$ cat config.mk
export PLATFORM = sky130hd
export DESIGN_NAME = sech2_arg_scaler
export DESIGN_NICKNAME = d
export VERILOG_FILES = /design/src/rtl/sech2_arg_scaler.sv
export SDC_FILE = /design/constraint.sdc
export NUM_CORES = 1
export LEC_CHECK = 0
export ABC_AREA = 1
export CAP_MARGIN = 0
export CORE_MARGIN = 5
export CORE_UTILIZATION = 46
export CTS_BUF_LIST = sky130_fd_sc_hd__clkbuf_16
export DETAILED_ROUTE_END_ITERATION = 12
export GPL_TIMING_DRIVEN = 0
export PLACE_DENSITY = 0.69
export SLEW_MARGIN = 10
export SYNTH_ARGS = -nofsm -noshare
export SYNTH_HDL_FRONTEND = slang
export SYNTH_SLANG_ARGS = --single-unit
export TNS_END_PERCENT = 100
$ cat constraint.sdc
create_clock -name clk -period 5.1 [get_ports clk]
set_input_delay 0.51 -clock clk [delete_from_list [all_inputs] [get_ports clk]]
set_output_delay 0.51 -clock clk [all_outputs]
set_load 0.05 [all_outputs]
$ cat src/rtl/sech2_arg_scaler.sv
// Joins x and g streams, computes (x - g) * scale, then rounds and saturates to the LUT address format.
// Latency: 3 cycles from join acceptance to m_axis_0_tvalid; one beat per cycle per channel.
// Backpressure: per-stage ready chain (ready_k = !valid_k || ready_k+1), so each channel holds 3 beats under stall.
module sech2_arg_scaler #(
  parameter int DATA_WIDTH_DATA       = 16,
  parameter int FRACTIONAL_BITS_DATA  = 12,
  parameter int DATA_WIDTH_SCALE      = 16,
  parameter int FRACTIONAL_BITS_SCALE = 12,
  parameter int DATA_WIDTH_RSLT       = 16,
  parameter int FRACTIONAL_BITS_RSLT  = 12,
  parameter int CHANNELS              = 1,
  parameter int ID_ENABLE             = 0,
  parameter int ID_WIDTH              = 8,
  parameter int DEST_ENABLE           = 0,
  parameter int DEST_WIDTH            = 8,
  parameter int USER_ENABLE           = 0,
  parameter int USER_WIDTH            = 1
) (
  input  logic                                          clk,
  input  logic                                          rst,
  input  logic [CHANNELS*DATA_WIDTH_DATA-1:0]           s_axis_data_tdata,
  input  logic [CHANNELS-1:0]                           s_axis_data_tvalid,
  input  logic [CHANNELS-1:0]                           s_axis_data_tlast,
  output logic [CHANNELS-1:0]                           s_axis_data_tready,
  input  logic [CHANNELS*ID_WIDTH-1:0]                  s_axis_data_tid,
  input  logic [CHANNELS*DEST_WIDTH-1:0]                s_axis_data_tdest,
  input  logic [CHANNELS*USER_WIDTH-1:0]                s_axis_data_tuser,
  input  logic [CHANNELS*DATA_WIDTH_DATA-1:0]           s_axis_grid_tdata,
  input  logic [CHANNELS-1:0]                           s_axis_grid_tvalid,
  input  logic [CHANNELS-1:0]                           s_axis_grid_tlast,
  output logic [CHANNELS-1:0]                           s_axis_grid_tready,
  input  logic [CHANNELS*DATA_WIDTH_SCALE-1:0]          scale_data,
  input  logic [CHANNELS-1:0]                           scale_load,
  output logic [CHANNELS*DATA_WIDTH_RSLT-1:0]           m_axis_0_tdata,
  output logic [CHANNELS*((DATA_WIDTH_RSLT+7)/8)-1:0]   m_axis_0_tkeep,
  output logic [CHANNELS-1:0]                           m_axis_0_tvalid,
  output logic [CHANNELS-1:0]                           m_axis_0_tlast,
  input  logic [CHANNELS-1:0]                           m_axis_0_tready,
  output logic [CHANNELS*ID_WIDTH-1:0]                  m_axis_0_tid,
  output logic [CHANNELS*DEST_WIDTH-1:0]                m_axis_0_tdest,
  output logic [CHANNELS*USER_WIDTH-1:0]                m_axis_0_tuser,
  output logic [CHANNELS-1:0]                           err_tlast_mismatch
);

  localparam int DW  = DATA_WIDTH_DATA;
  localparam int DW1 = DATA_WIDTH_DATA + 1;
  localparam int DWS = DATA_WIDTH_SCALE;
  localparam int DWR = DATA_WIDTH_RSLT;
  localparam int PW  = DATA_WIDTH_DATA + 1 + DATA_WIDTH_SCALE;
  localparam int SH  = FRACTIONAL_BITS_DATA + FRACTIONAL_BITS_SCALE - FRACTIONAL_BITS_RSLT;
  // One extra bit over the product absorbs the rounding increment; never narrower than the result plus sign.
  localparam int SW  = (PW + 1 > DWR + 1) ? PW + 1 : DWR + 1;

  localparam logic signed [DWS-1:0] SCALE_ONE = DWS'(1) << FRACTIONAL_BITS_SCALE;
  localparam logic signed [SW-1:0]  HALF      = (SH > 0) ? (SW'(1) << ((SH > 0) ? SH - 1 : 0)) : SW'(0);
  localparam logic signed [SW-1:0]  MAXV      = {{(SW-DWR+1){1'b0}}, {(DWR-1){1'b1}}};
  localparam logic signed [SW-1:0]  MINV      = {{(SW-DWR+1){1'b1}}, {(DWR-1){1'b0}}};

  // Sideband travelling alongside each beat; disabled fields are zeroed at capture.
  typedef struct packed {
    logic                  last;
    logic [ID_WIDTH-1:0]   id;
    logic [DEST_WIDTH-1:0] dest;
    logic [USER_WIDTH-1:0] user;
  } sb_t;

  assign m_axis_0_tkeep = '1;

  for (genvar c = 0; c < CHANNELS; c++) begin : g_ch
    logic                   v1, v2, v3;
    logic                   rdy0, rdy1, rdy2;
    logic                   acc;
    logic signed [DW-1:0]   x, g;
    logic signed [DW:0]     d1;
    logic signed [PW-1:0]   p2;
    logic [DWR-1:0]         q3, q_nxt;
    logic signed [SW-1:0]   pe, sh;
    logic signed [DWS-1:0]  scale_q;
    sb_t                    sb_in, sb1, sb2, sb3;

    assign x = s_axis_data_tdata[c*DW +: DW];
    assign g = s_axis_grid_tdata[c*DW +: DW];

    assign sb_in.last = s_axis_data_tlast[c];
    assign sb_in.id   = (ID_ENABLE   != 0) ? s_axis_data_tid[c*ID_WIDTH +: ID_WIDTH]       : '0;
    assign sb_in.dest = (DEST_ENABLE != 0) ? s_axis_data_tdest[c*DEST_WIDTH +: DEST_WIDTH] : '0;
    assign sb_in.user = (USER_ENABLE != 0) ? s_axis_data_tuser[c*USER_WIDTH +: USER_WIDTH] : '0;

    assign rdy2 = !v3 || m_axis_0_tready[c];
    assign rdy1 = !v2 || rdy2;
    assign rdy0 = !v1 || rdy1;

    // Both streams are consumed together; nothing is taken while reset is asserted.
    assign acc                   = s_axis_data_tvalid[c] && s_axis_grid_tvalid[c] && rdy0 && !rst;
    assign s_axis_data_tready[c] = rdy0 && s_axis_grid_tvalid[c] && !rst;
    assign s_axis_grid_tready[c] = rdy0 && s_axis_data_tvalid[c] && !rst;
    assign err_tlast_mismatch[c] = acc && (s_axis_data_tlast[c] != s_axis_grid_tlast[c]);

    // Scale register, reset to 1.0 and overwritten whenever a load is presented.
    always_ff @(posedge clk) begin
      if (rst) begin
        scale_q <= SCALE_ONE;
      end else if (scale_load[c]) begin
        scale_q <= scale_data[c*DWS +: DWS];
      end
    end

    // S1: exact difference of the joined pair plus the data-side sideband.
    always_ff @(posedge clk) begin
      if (rst) begin
        v1 <= 1'b0;
      end else if (rdy0) begin
        v1 <= acc;
        if (acc) begin
          d1  <= DW1'(x) - DW1'(g);
          sb1 <= sb_in;
        end
      end
    end

    // S2: exact product with the scale value held at capture time.
    always_ff @(posedge clk) begin
      if (rst) begin
        v2 <= 1'b0;
      end else if (rdy1) begin
        v2 <= v1;
        if (v1) begin
          p2  <= PW'(d1) * PW'(scale_q);
          sb2 <= sb1;
        end
      end
    end

    // Round half toward +inf by adding half an output LSB before the arithmetic shift, then clamp.
    always_comb begin
      pe    = SW'(p2);
      sh    = (pe + HALF) >>> SH;
      q_nxt = sh[DWR-1:0];
      if (sh > MAXV) begin
        q_nxt = MAXV[DWR-1:0];
      end else if (sh < MINV) begin
        q_nxt = MINV[DWR-1:0];
      end
    end

    // S3: registered saturated result; holds steady while the sink stalls.
    always_ff @(posedge clk) begin
      if (rst) begin
        v3 <= 1'b0;
      end else if (rdy2) begin
        v3 <= v2;
        if (v2) begin
          q3  <= q_nxt;
          sb3 <= sb2;
        end
      end
    end

    assign m_axis_0_tdata[c*DWR +: DWR]               = q3;
    assign m_axis_0_tvalid[c]                         = v3;
    assign m_axis_0_tlast[c]                          = sb3.last;
    assign m_axis_0_tid[c*ID_WIDTH +: ID_WIDTH]       = sb3.id;
    assign m_axis_0_tdest[c*DEST_WIDTH +: DEST_WIDTH] = sb3.dest;
    assign m_axis_0_tuser[c*USER_WIDTH +: USER_WIDTH] = sb3.user;
  end

endmodule

---- Yosys cells after proc, flatten, opt, wreduce, memory -nomap -nowiden ----
Index checks and enable logic that the tools add are counted.
storage, ports and cells
  register bits ........................... 88
  latch bits .............................. 0
  RAM bits ................................ 0
  memory bits (read-only) ................. 0
  input bits .............................. 73
  output and inout bits ................... 40
  word-level logic and storage cells ...... 36
  memories kept ........................... 0
cells by class
  add/sub/neg operators ................... 2
  multipliers ............................. 1
  divide/modulo/power cells ............... 0
  order comparisons ....................... 2
  eq/ne operators ......................... 1
  shifts and indexed selects .............. 0
  mux-type cells .......................... 1
  bitwise gates (word level) .............. 1
  reduce and logical (&&, ||, !) cells .... 18
operators with widths
  kind                                                             number
  adder 33 x 13 -> 34 bit, second input constant                   1
  multiplier 17 x 16 -> 33 bit                                     1
  greater-than comparator 22 x 16 -> 1 bit, second input constant  1
  < comparator 22 x 16 -> 1 bit, second input constant             1
  subtractor 16 x 16 -> 17 bit                                     1
  two-way mux 16 bit                                               1
  AND reduction 3 bit                                              3
  logical AND 1 bit                                                8
  logical NOT 1 bit                                                4
  logical OR 1 bit                                                 3
  inequality test 1 bit                                            1
  inverter 1 bit                                                   1

---- Logic depth before layout (Yosys ltp) ----
Gate-level depths: netlist of run 1.
  depth after elaboration ................. 7
  depth in mapped cells ................... 27
  depth with buffers taken out ............ 25

---- Worst setup path after synthesis of run 1 ----
OpenSTA, ideal clock, no wires.
  path kind ............................... reg2reg
  start point ............................. reg g_ch[0].scale_q[5]
  end point ............................... reg g_ch[0].p2[32] (data pin)
  setup time .............................. 0.252 ns
  data arrival time ....................... 5.363 ns
  data required time ...................... 4.848 ns
  path slack .............................. -0.515 ns
  cell stages (with the launch flop) ...... 21
  buffers on the path ..................... 2
  period minus slack after synthesis ...... 5.615 ns
  cells stage by stage .................... dfxtp_1 -> clkbuf_1 -> clkbuf_1 -> nand2_1 -> fa_1 -> inv_1 -> fa_1 -> fa_1 -> fa_1 -> fa_1 -> inv_1 -> fa_1 -> inv_1 -> ha_1 -> nand2_1 -> nor2_1 -> inv_1 -> nor4_1 -> a21oi_1 -> nand2_1 -> nand2_1
on the way
  longest elaborated chain between the ends .. 1
ends and longest elaborated chain
  item                          line  source
  start: declaration            78    logic signed [DWS-1:0] scale_q;
  start signal: assignment      104   scale_q <= scale_data[c*DWS +: DWS];
  multiplier 17 x 16 -> 33 bit  128   p2 <= PW'(d1) * PW'(scale_q);
  end signal: assignment        128
  end: declaration              75    logic signed [PW-1:0] p2;
Every way passes these cells.
A chain may end at the register's enable or synchronous reset.

---- Final worst setup path of run 1 ----
  start point ............................. reg g_ch[0].d1[16]
  end point ............................... reg g_ch[0].p2[30] (data pin)
on the way
  longest elaborated chain between the ends .. 1
ends and longest elaborated chain
  item                          line  source
  start: declaration            74    logic signed [DW:0] d1;
  start signal: assignment      115   d1 <= DW1'(x) - DW1'(g);
  multiplier 17 x 16 -> 33 bit  128
Every way passes these cells.

==> results of run 1 <==
==> cell type report <==
type | count | area (µm²) | area share, %
timing repair buffer | 203 | 1910 | 9.53
inverter | 555 | 2090 | 10.4
clock inverter | 7 | 90.1 | 0.448
tap | 442 | 553 | 2.75
sequential | 77 | 2130 | 10.6
multi-input combinational | 1255 | 12000 | 59.5
buffer | 82 | 1130 | 5.61
clock buffer | 9 | 225 | 1.12
==> critical path, cell delays in order, from the launching register on <==
cell      delay, ns
edfxtp_1       0.42
buf_6          0.17
nand2_4        0.08
inv_4          0.04
fa_2           0.65
buf_4          0.14
buf_6          0.09
fa_1           0.44
fa_2           0.56
fa_1           0.43
fa_1           0.49
inv_1          0.05
fa_1           0.52
inv_1          0.06
ha_4           0.31
nand2_4        0.08
nor2_4         0.11
inv_1          0.08
o21a_1         0.23
nor2_4         0.15
nor2_2         0.06
nand3_1        0.07
nand2_1        0.06
==> state kept, by name, indices dropped and copies added, names as in the netlist <==
| signal | cells |
|---|---|
| m_axis_0_tvalid | 1 |
| g_ch.d1 | 17 |
| m_axis_0_tlast | 1 |
| g_ch.p2 | 22 |
| g_ch.sb2 | 1 |
| g_ch.sb1 | 1 |
| g_ch.scale_q | 16 |
| m_axis_0_tdata | 16 |
| g_ch.v2 | 1 |
| g_ch.v1 | 1 |
==> timing repair <==
action / CTS / global route
gates resized for setup: 323 / 128
pin swaps: 150 / 75
gates cloned: 7 / 1
buffers inserted: 100 / 19
setup endpoints to repair: 22 / 22
==> synthesized netlist by cell type (all sizes together) <==
master / count / area (µm²)
inv: 553 / 2080
nand2: 496 / 1860
fa: 276 / 5530
nor2: 131 / 497
ha: 98 / 1230
clkbuf: 60 / 226
edfxtp: 58 / 1740
a21oi: 49 / 245
nand3: 46 / 235
o21ai: 43 / 226
xor2: 37 / 324
buf: 25 / 186
dfxtp: 19 / 380
xnor2: 11 / 96.3
nor3: 7 / 35.0
a21boi: 6 / 45.0
a21o: 5 / 37.5
o21bai: 5 / 37.5
nand4: 4 / 25.0
nor4: 4 / 25.0
o211ai: 4 / 30.0
o21a: 4 / 30.0
or2: 4 / 25.0
clkinv: 2 / 7.51
conb: 2 / 7.51
o2111ai: 2 / 17.5
o31ai: 2 / 15.0
a31oi: 1 / 6.26
nand3b: 1 / 7.51
==> per-stage QoR <==
stage | instance area [µm²] | cells
finish | 20100 | 2630
global route | 20100 | 2630
CTS | 19700 | 2614
detailed placement | 17200 | 2491
global placement | 17200 | 2490
floorplan | 15900 | 1972
==> kinds of logic (layout without fill, tap and decap cells) <==
family	after synthesis	after routing	share of synthesized area [%]
simple gates	693	693	17.9
buf+inv	640	856	16.4
fa+ha+maj	374	374	44.4
compound gates	121	121	4.54
flops	77	77	14.0
xor+xnor	48	48	2.77
other cells	2	19	0.0494
==> final timing paths <==
kind,startpoint,end,slack [ns],depth (start not counted)
setup / recovery,g_ch[0].d1[16]$_DFFE_PP_,g_ch[0].p2[30]$_DFFE_PP_,-0.46,22
hold / removal,g_ch[0].sb1[17]$_DFFE_PP_,g_ch[0].sb2[17]$_DFFE_PP_,0.42,0
hold reg to reg,g_ch[0].sb1[17]$_DFFE_PP_,g_ch[0].sb2[17]$_DFFE_PP_,0.42,0
setup reg to reg,g_ch[0].d1[16]$_DFFE_PP_,g_ch[0].p2[30]$_DFFE_PP_,-0.46,22
==> per-layer routing <==
layer | GRT usage, % | share of wire [%] | vias to the layer above
li1 | - | - | 6072
met1 | 30.1 | 39 | 6456
met2 | 40.4 | 48 | 502
met3 | 4.67 | 7.9 | 128
met4 | 10.4 | 4.7 | 0
met5 | 0 | 0 | -
==> summary.txt, run 1 <==
Setup TNS = -6.66 ns
Commonest non-fill, non-tap cell in the layout = inv_1
Clock transition at path regs = 0.06 ns
Startpoint types = register
CTS HTree Levels = 3
DRC = 0
Synthesized area per cell = 7.78 µm²
Sequential area share after synthesis = 14.0%
Part of the cycle the worst path needs = 109%
Port bufs = 76
DP Wirelength = 33100 µm
Clk_lat worst skew = 0.35 ns
Tmin final = 5.56 ns
Failing checks = setup timing
GP Congestion = 0.962
Fillers = 2714
Max Root-Sink Buffers = 2
First-pass GRT wire length = 69100 µm
Vias = 13.2k
Starting DRT DRC Count = 817
Critical path data arrival time = 5.66 ns
Synthesized area = 15200 µm²
Final Setup Violations = 20
Status = finished, violations left
Max_slew headroom = 31.9%
Mapped Cells = 1955
Fmax = 0.180 GHz
Post-synthesis cell type count = 38
Share of cells above drive strength 1 = 24.0%
Final WL = 42500 µm
Number of max-cap violations = 0
Min-delay worst type = register to register
Area added between synthesis and finish = 32.1%
Die Width = 192 µm
Post-Route Utilization = 61.6%
Most frequent cells in the layout = inv_1, nand2_1, fa_1
Post-route setup slack = -0.460 ns
Number of global-route vias before repair = 14.0k
Setup WS pre-CTS = -0.901 ns
# diodes = 0
CTS tree = yes
Hold Buf Count CTS = 0
Syn. warnings = 0
DR pass1 iterations = 5
DIE AREA = 36800 µm²
Worst Tran Pin Value = 1.02 ns
RSZ-0062 raised after global routing = true
Die height = 192 µm
Clk Tree Root Cell = clkbuf_16
Largest net degree at the start of global routing = 24
Slew Limit Fails = 0
Initial Util = 46.6%
Worst Setup End Kind = register
Initial antenna violation count = 0
Setup CP Type = register to register
Overflow left after global routing = 0
Final Hold Viols = 0
Min Hold Slack = 0.421 ns
Clock sinks = 77
Num rows = 66
FF+latch count, synth = 77
CP max FO = 4
Clock Skew = 0.0105 ns
GR Util All Layers = 24.0%
Fin nets = 2630
WP data required = 5.20 ns
Number of routed nets with antenna violations = 0
Wirelength per Cell = 16.2 µm
Core Area = 32600 µm²
CTS Buf Count = 9
Via density per instance = 5.00
I/O pin cnt = 113
Power of run 1 is not shown: default switching activity piles up to over one toggle a cycle in this logic, so the estimate is an artifact.
==> run 2: changes to the inputs <==
--- a/config.mk
+++ b/config.mk
@@ -8,11 +8,11 @@
 export ABC_AREA = 1
 export CAP_MARGIN = 0
 export CORE_MARGIN = 5
-export CORE_UTILIZATION = 46
+export CORE_UTILIZATION = 56
 export CTS_BUF_LIST = sky130_fd_sc_hd__clkbuf_16
 export DETAILED_ROUTE_END_ITERATION = 12
 export GPL_TIMING_DRIVEN = 0
-export PLACE_DENSITY = 0.69
+export PLACE_DENSITY = 0.81
 export SLEW_MARGIN = 10
 export SYNTH_ARGS = -nofsm -noshare
 export SYNTH_HDL_FRONTEND = slang
==> run 2 against run 1 <==
  * The flow still finishes with violations (setup timing)
  * Sequential share of layout area grew 0.23 points
  * Critical path depth grew 1
  * Cell count shrank 4.4%
  * Critical path type unchanged
  * Critical endpoint unchanged
==> summary.txt, run 2 (synthesis gave the netlist of run 1 again) <==
Status = finished, violations left
Failing checks = setup timing
# diodes = 0 (unchanged)
Area added between synthesis and finish = 29.2%
Clock sinks = 77 (unchanged)
Hold_sp = g_ch[0].sb1[17]$_DFFE_PP_
Cell mode on critical path = fa_1
Number of global-route vias before repair = 14.0k (+0.13%)
Max_slew headroom = 29.4% (-2.5 points)
Setup TNS = -9.02 ns (-2.36 ns)
Post-Route Utilization = 73.1% (+12 points)
Post-route setup slack = -0.551 ns (-0.0916 ns)
Tmin final = 5.65 ns (+0.0916 ns)
CTS Buf Count = 9 (unchanged)
RSZ-0062 raised after global routing = true
Commonest non-fill, non-tap cell in the layout = inv_1
Flop2flop setup slack = -0.55 ns (-0.09 ns)
Vias = 13.5k (+2.3%)
Post-placement cell count = 2390 (-4.1%)
Port bufs = 76 (unchanged)
Die Width = 175 µm (-8.9%)
Initial antenna violation count = 0 (unchanged)
FF-to-FF Start = g_ch[0].d1[16]$_DFFE_PP_
Starting DRT DRC Count = 1045 (+28%)
Share of cells above drive strength 1 = 21.6% (-2.4 points)
Slew Limit Fails = 0 (unchanged)
Critical path data arrival time = 5.74 ns (+0.08 ns)
Critical path cell sequence = buf_6, buf_8, nand2_4, inv_2, fa_2, buf_4, fa_1, fa_1, fa_1, fa_1, inv_2, fa_1, inv_2, ha_4, nand2_4, nor2_4, inv_4, nor2_4, inv_2, nor2_1, nand2_1, nand3_1, nand2_1
Clock Skew = 0.0179 ns (+0.00741 ns)
CP max FO = 5 (+1)
Die height = 175 µm (-8.9%)
Setup crit start = g_ch[0].d1[16]$_DFFE_PP_
DRC = 0 (unchanged)
CP endpoint = g_ch[0].p2[30]$_DFFE_PP_
Wirelength per Cell = 17.9 µm (+11%)
Non-Filler Instances = 2513 (-4.4%)
Fin nets = 2614 (-0.61%)
Max Root-Sink Buffers = 2 (unchanged)
DP Wirelength = 33500 µm (+0.97%)
Slowest cell on the critical path = fa_2
I/O pin cnt = 113 (unchanged)
Reg-to-reg endpoint = g_ch[0].p2[30]$_DFFE_PP_
Clk Tree Root Cell = clkbuf_16
Final WL = 45000 µm (+5.9%)
Core Area = 26900 µm² (-18%)
Initial Util = 56.6% (+10 points)
Clk_lat worst skew = 0.36 ns (about the same)
Top reg by flops = g_ch.p2
CTS HTree Levels = 3 (unchanged)
CP Depth = 23 (+4.5%)
Via density per instance = 5.36 (+7.0%)
Min-delay worst type = register to register
Overflow left after global routing = 0 (unchanged)
Fmax = 0.177 GHz (-1.6%)
Part of the cycle the worst path needs = 111% (+1.8 points)
Clock transition at path regs = 0.07 ns (about the same)
GR Util All Layers = 29.1% (+5.1 points)
Worst Tran Pin Value = 1.06 ns (+0.0373 ns)
GP Congestion = 0.980 (+1.9%)
Delay-heaviest family, CP = adder cells
Final Setup Violations = 22 (+10%)
Startpoint types = register
Max stage delay on crit path = 0.66 ns (about the same)
Num rows = 60 (-9.1%)
Number of routed nets with antenna violations = 0 (unchanged)
Final Hold Viols = 0 (unchanged)
Max reg flops = 22 (unchanged)
Path depth of the worst reg2reg path = 23 (+4.5%)
WP data required = 5.19 ns (about the same)
Number of max-cap violations = 0 (unchanged)
DIE AREA = 30500 µm² (-17%)
WP buf/inv = 8 (+1)
CTS tree = yes
First-pass GRT wire length = 69400 µm (+0.40%)
Setup CP Type = register to register
Top Registers = g_ch.p2 (22), g_ch.d1 (17)
Worst Setup End Kind = register
Largest net degree at the start of global routing = 24 (unchanged)
Setup WS pre-CTS = -0.859 ns (+0.0423 ns)
Hold Buf Count CTS = 0 (unchanged)
DR pass1 iterations = 7 (+2)
Most frequent cells in the layout = inv_1, nand2_1, fa_1
## run 2: routing by layer
metal | routed length (µm) | global-route usage, %
met1 | 15900 | 34.5
met2 | 22300 | 50.0
met3 | 4450 | 6.99
met4 | 2370 | 13.3
met5 | 69 | 1.76
## run 2: final cells by class
class	count	area [µm²]
multi-input combinational	1255	11900
clock buffer	11	275
inverter	555	2100
buffer	83	1100
fill	1914	7230
clock inverter	5	31.3
tap	341	427
timing repair buffer	186	1710
sequential	77	2120
## run 2: stage by stage
stage,hold slack (ns),cell area [µm²]
final,0.440,19600
after detailed placement,0.417,17100
after floorplan,0.400,15900
after global routing,0.442,19600
after global placement,0.408,17100
after CTS,0.436,19100
## run 2: how the worst min path moves through the flow
stage | to | slack, ns | depth (start not counted)
4_1_cts | g_ch[0].sb2[17]$_DFFE_PP_ | 0.44 | 0
3_3_place_gp | g_ch[0].sb2[17]$_DFFE_PP_ | 0.41 | 0
6_report | g_ch[0].sb2[17]$_DFFE_PP_ | 0.44 | 0
3_5_place_dp | g_ch[0].sb2[17]$_DFFE_PP_ | 0.42 | 0
2_1_floorplan | g_ch[0].sb2[17]$_DFFE_PP_ | 0.40 | 0
5_1_grt | g_ch[0].sb2[17]$_DFFE_PP_ | 0.44 | 0
## run 2: repair_timing
item / in CTS / in global routing
cloned: 4 / 4
gates resized for setup: 234 / 152
pin swaps: 99 / 112
endpoints found under the setup margin: 22 / 22
buffers inserted: 78 / 26
hold endpoints to repair: 0 / 0
Power of run 2 is left out for the same reason.
==> run 3: changes to the inputs <==
--- a/config.mk
+++ b/config.mk
@@ -8,11 +8,11 @@
 export ABC_AREA = 1
 export CAP_MARGIN = 0
 export CORE_MARGIN = 5
-export CORE_UTILIZATION = 56
+export CORE_UTILIZATION = 62
 export CTS_BUF_LIST = sky130_fd_sc_hd__clkbuf_16
 export DETAILED_ROUTE_END_ITERATION = 12
 export GPL_TIMING_DRIVEN = 0
-export PLACE_DENSITY = 0.81
+export PLACE_DENSITY = 0.85
 export SLEW_MARGIN = 10
 export SYNTH_ARGS = -nofsm -noshare
 export SYNTH_HDL_FRONTEND = slang
==> constraint.sdc (replaced) <==
create_clock -name clk -period 5.65 [get_ports clk]
set_input_delay 0.565 -clock clk [delete_from_list [all_inputs] [get_ports clk]]
set_output_delay 0.565 -clock clk [all_outputs]
set_load 0.05 [all_outputs]
==> run 3 against run 2 <==
  * The flow still finishes with violations (setup timing)
  * Clock skew is 0.0063 ns lower
  * Flip-flop and latch count unchanged
  * Register-to-register slack improved by 0.50 ns
  * Critical endpoint unchanged
==> summary.txt, run 3 (synthesis gave the netlist of run 1 again) <==
Status = finished, violations left
Failing checks = setup timing
DIE AREA = 27800 µm² (-9.1%)
Tmin final = 5.70 ns (+0.0457 ns)
Port bufs = 76 (unchanged)
Hold Path Stages = 0 (unchanged)
Met3 wire length = 3990 µm (-10%)
M1 WL = 15400 µm (-2.6%)
CTS tree = yes
Overflow left after global routing = 0 (unchanged)
Hold_sp = g_ch[0].sb2[17]$_DFFE_PP_
Top reg by flops = g_ch.p2
Clock Skew = 0.0116 ns (-0.00630 ns)
Hold endpoint = m_axis_0_tlast$_DFFE_PP_
Part of the cycle the worst path needs = 101% (-10 points)
Share of cells above drive strength 1 = 15.0% (-6.6 points)
Clock transition at path regs = 0.06 ns (about the same)
Initial antenna violation count = 1 (+1)
DRC = 0 (unchanged)
FF-to-FF Start = g_ch[0].d1[16]$_DFFE_PP_
Clock sinks = 77 (unchanged)
Setup CP Type = register to register
I/O pin cnt = 113 (unchanged)
Commonest non-fill, non-tap cell in the layout = inv_1
Fin area = 18400 µm² (-6.4%)
Worst Tran Pin Value = 1.03 ns (-0.0305 ns)
CTS Buf Count = 9 (unchanged)
Wirelength per Cell = 17.8 µm (-0.51%)
Metal2 WL = 21500 µm (-3.7%)
Max Root-Sink Buffers = 2 (unchanged)
Vias = 13.3k (-1.1%)
Critical path data arrival time = 5.80 ns (+0.06 ns)
CP max FO = 6 (+1)
Final Hold Viols = 0 (unchanged)
Min-delay worst type = register to register
Fmax = 0.176 GHz (-0.80%)
GR Util All Layers = 29.6% (+0.53 points)
Startpoint types = register
Die Width = 167 µm (-4.7%)
Top Registers = g_ch.p2 (22), g_ch.d1 (17)
Max_slew headroom = 31.5% (+2.0 points)
Max reg flops = 22 (unchanged)
Cell Area, Placed = 16400 µm² (-3.8%)
Flop2flop setup slack = -0.05 ns (+0.50 ns)
Hold Buf Count CTS = 0 (unchanged)
DP Wirelength = 32900 µm (-1.7%)
Reg-to-reg endpoint = g_ch[0].p2[30]$_DFFE_PP_
Most frequent cells in the layout = inv_1, nand2_1, fa_1
Area added between synthesis and finish = 21.0%
First-pass GRT wire length = 65300 µm (-5.9%)
Fin nets = 2558 (-2.1%)
Num rows = 57 (-5.0%)
Number of max-cap violations = 0 (unchanged)
Core Area = 24200 µm² (-9.8%)
GP Congestion = 0.976 (-0.44%)
Worst Setup End Kind = register
Die height = 167 µm (-4.7%)
Path depth of the worst reg2reg path = 19 (-17%)
Number of routed nets with antenna violations = 0 (unchanged)
Setup WS pre-CTS = -1.10 ns (-0.243 ns)
Final WL = 43500 µm (-3.4%)
Post-route setup slack = -0.0471 ns (+0.504 ns)
Via density per instance = 5.45 (+1.9%)
Clk_lat worst skew = 0.35 ns (about the same)
CTS HTree Levels = 3 (unchanged)
Starting DRT DRC Count = 1414 (+35%)
WP data required = 5.75 ns (+0.56 ns)
Highest routed layer = met4
Number of global-route vias before repair = 13.3k (-5.1%)
Largest net degree at the start of global routing = 24 (unchanged)
Slew Limit Fails = 0 (unchanged)
Clk Tree Root Cell = clkbuf_16
Final Setup Violations = 5 (-77%)
# diodes = 0 (unchanged)
Initial Util = 62.7% (+6.1 points)
RSZ-0062 raised after global routing = true
DR pass1 iterations = 8 (+1)
-- run 3: repair_timing --
| item | in CTS | in global routing |
|---|---|---|
| setup buffers | 32 | 45 |
| pin swaps | 12 | 95 |
| cloned | 0 | 1 |
| resized for setup | 155 | 203 |
| endpoints found under the setup margin | 22 | 22 |
-- run 3: per-layer routing --
layer / GRT usage, % / vias to the layer above
met1: 37.7 / 6448
met4: 14.1 / 0
met3: 4.69 / 214
li1: - / 5910
met2: 49.8 / 737
met5: 0 / -
-- run 3: through the flow --
stage / setup TNS, ns / hold slack, ns / utilization, % / instances
after detailed placement: -18.90 / 0.415 / 67.8 / 2373
after CTS: -0.0135 / 0.447 / 71.7 / 2396
final: -0.0908 / 0.451 / 75.9 / 2440
after floorplan: 0 / 0.400 / - / 1972
after global routing: -2.21 / 0.449 / 75.9 / 2440
after global placement: -16.63 / 0.405 / 67.8 / 2372
-- run 3: worst max path at each step --
stage	depth (start not counted)	startpoint	slack [ns]	end
after floorplan	20	g_ch[0].scale_q[5]$_SDFFE_PP0P_	0.03	g_ch[0].p2[32]$_DFFE_PP_
after global placement	24	g_ch[0].d1[5]$_DFFE_PP_	-1.01	g_ch[0].p2[31]$_DFFE_PP_
after detailed placement	24	g_ch[0].d1[5]$_DFFE_PP_	-1.10	g_ch[0].p2[31]$_DFFE_PP_
after CTS	22	g_ch[0].d1[16]$_DFFE_PP_	-0.01	g_ch[0].p2[31]$_DFFE_PP_
after global routing	23	g_ch[0].d1[8]$_DFFE_PP_	-0.23	g_ch[0].p2[29]$_DFFE_PP_
final	19	g_ch[0].d1[16]$_DFFE_PP_	-0.05	g_ch[0].p2[30]$_DFFE_PP_
-- run 3: final cells by class --
| cell class | count | area, µm² |
|---|---|---|
| Fill cell | 1665 | 5850 |
| Tap cell | 324 | 405 |
| Sequential cell | 77 | 2170 |
| Clock buffer | 11 | 275 |
| Timing Repair Buffer | 155 | 1420 |
| Multi-Input combinational cell | 1255 | 11500 |
| Clock inverter | 5 | 31.3 |
| Buffer | 58 | 514 |
| Inverter | 555 | 2090 |
-- run 3: worst max-delay path, stage by stage (launching register included) --
cell	delay, ns
edfxtp_1	0.45
buf_6	0.17
nand2_2	0.08
inv_2	0.04
fa_2	0.50
buf_12	0.16
fa_2	0.64
buf_12	0.14
fa_1	0.46
fa_1	0.60
fa_1	0.44
fa_1	0.50
ha_4	0.35
nand2_2	0.09
o21ai_0	0.24
inv_1	0.14
o21ai_0	0.23
nor2_2	0.06
nand3_1	0.07
nand2_1	0.06
Power of run 3 is left out for the same reason.
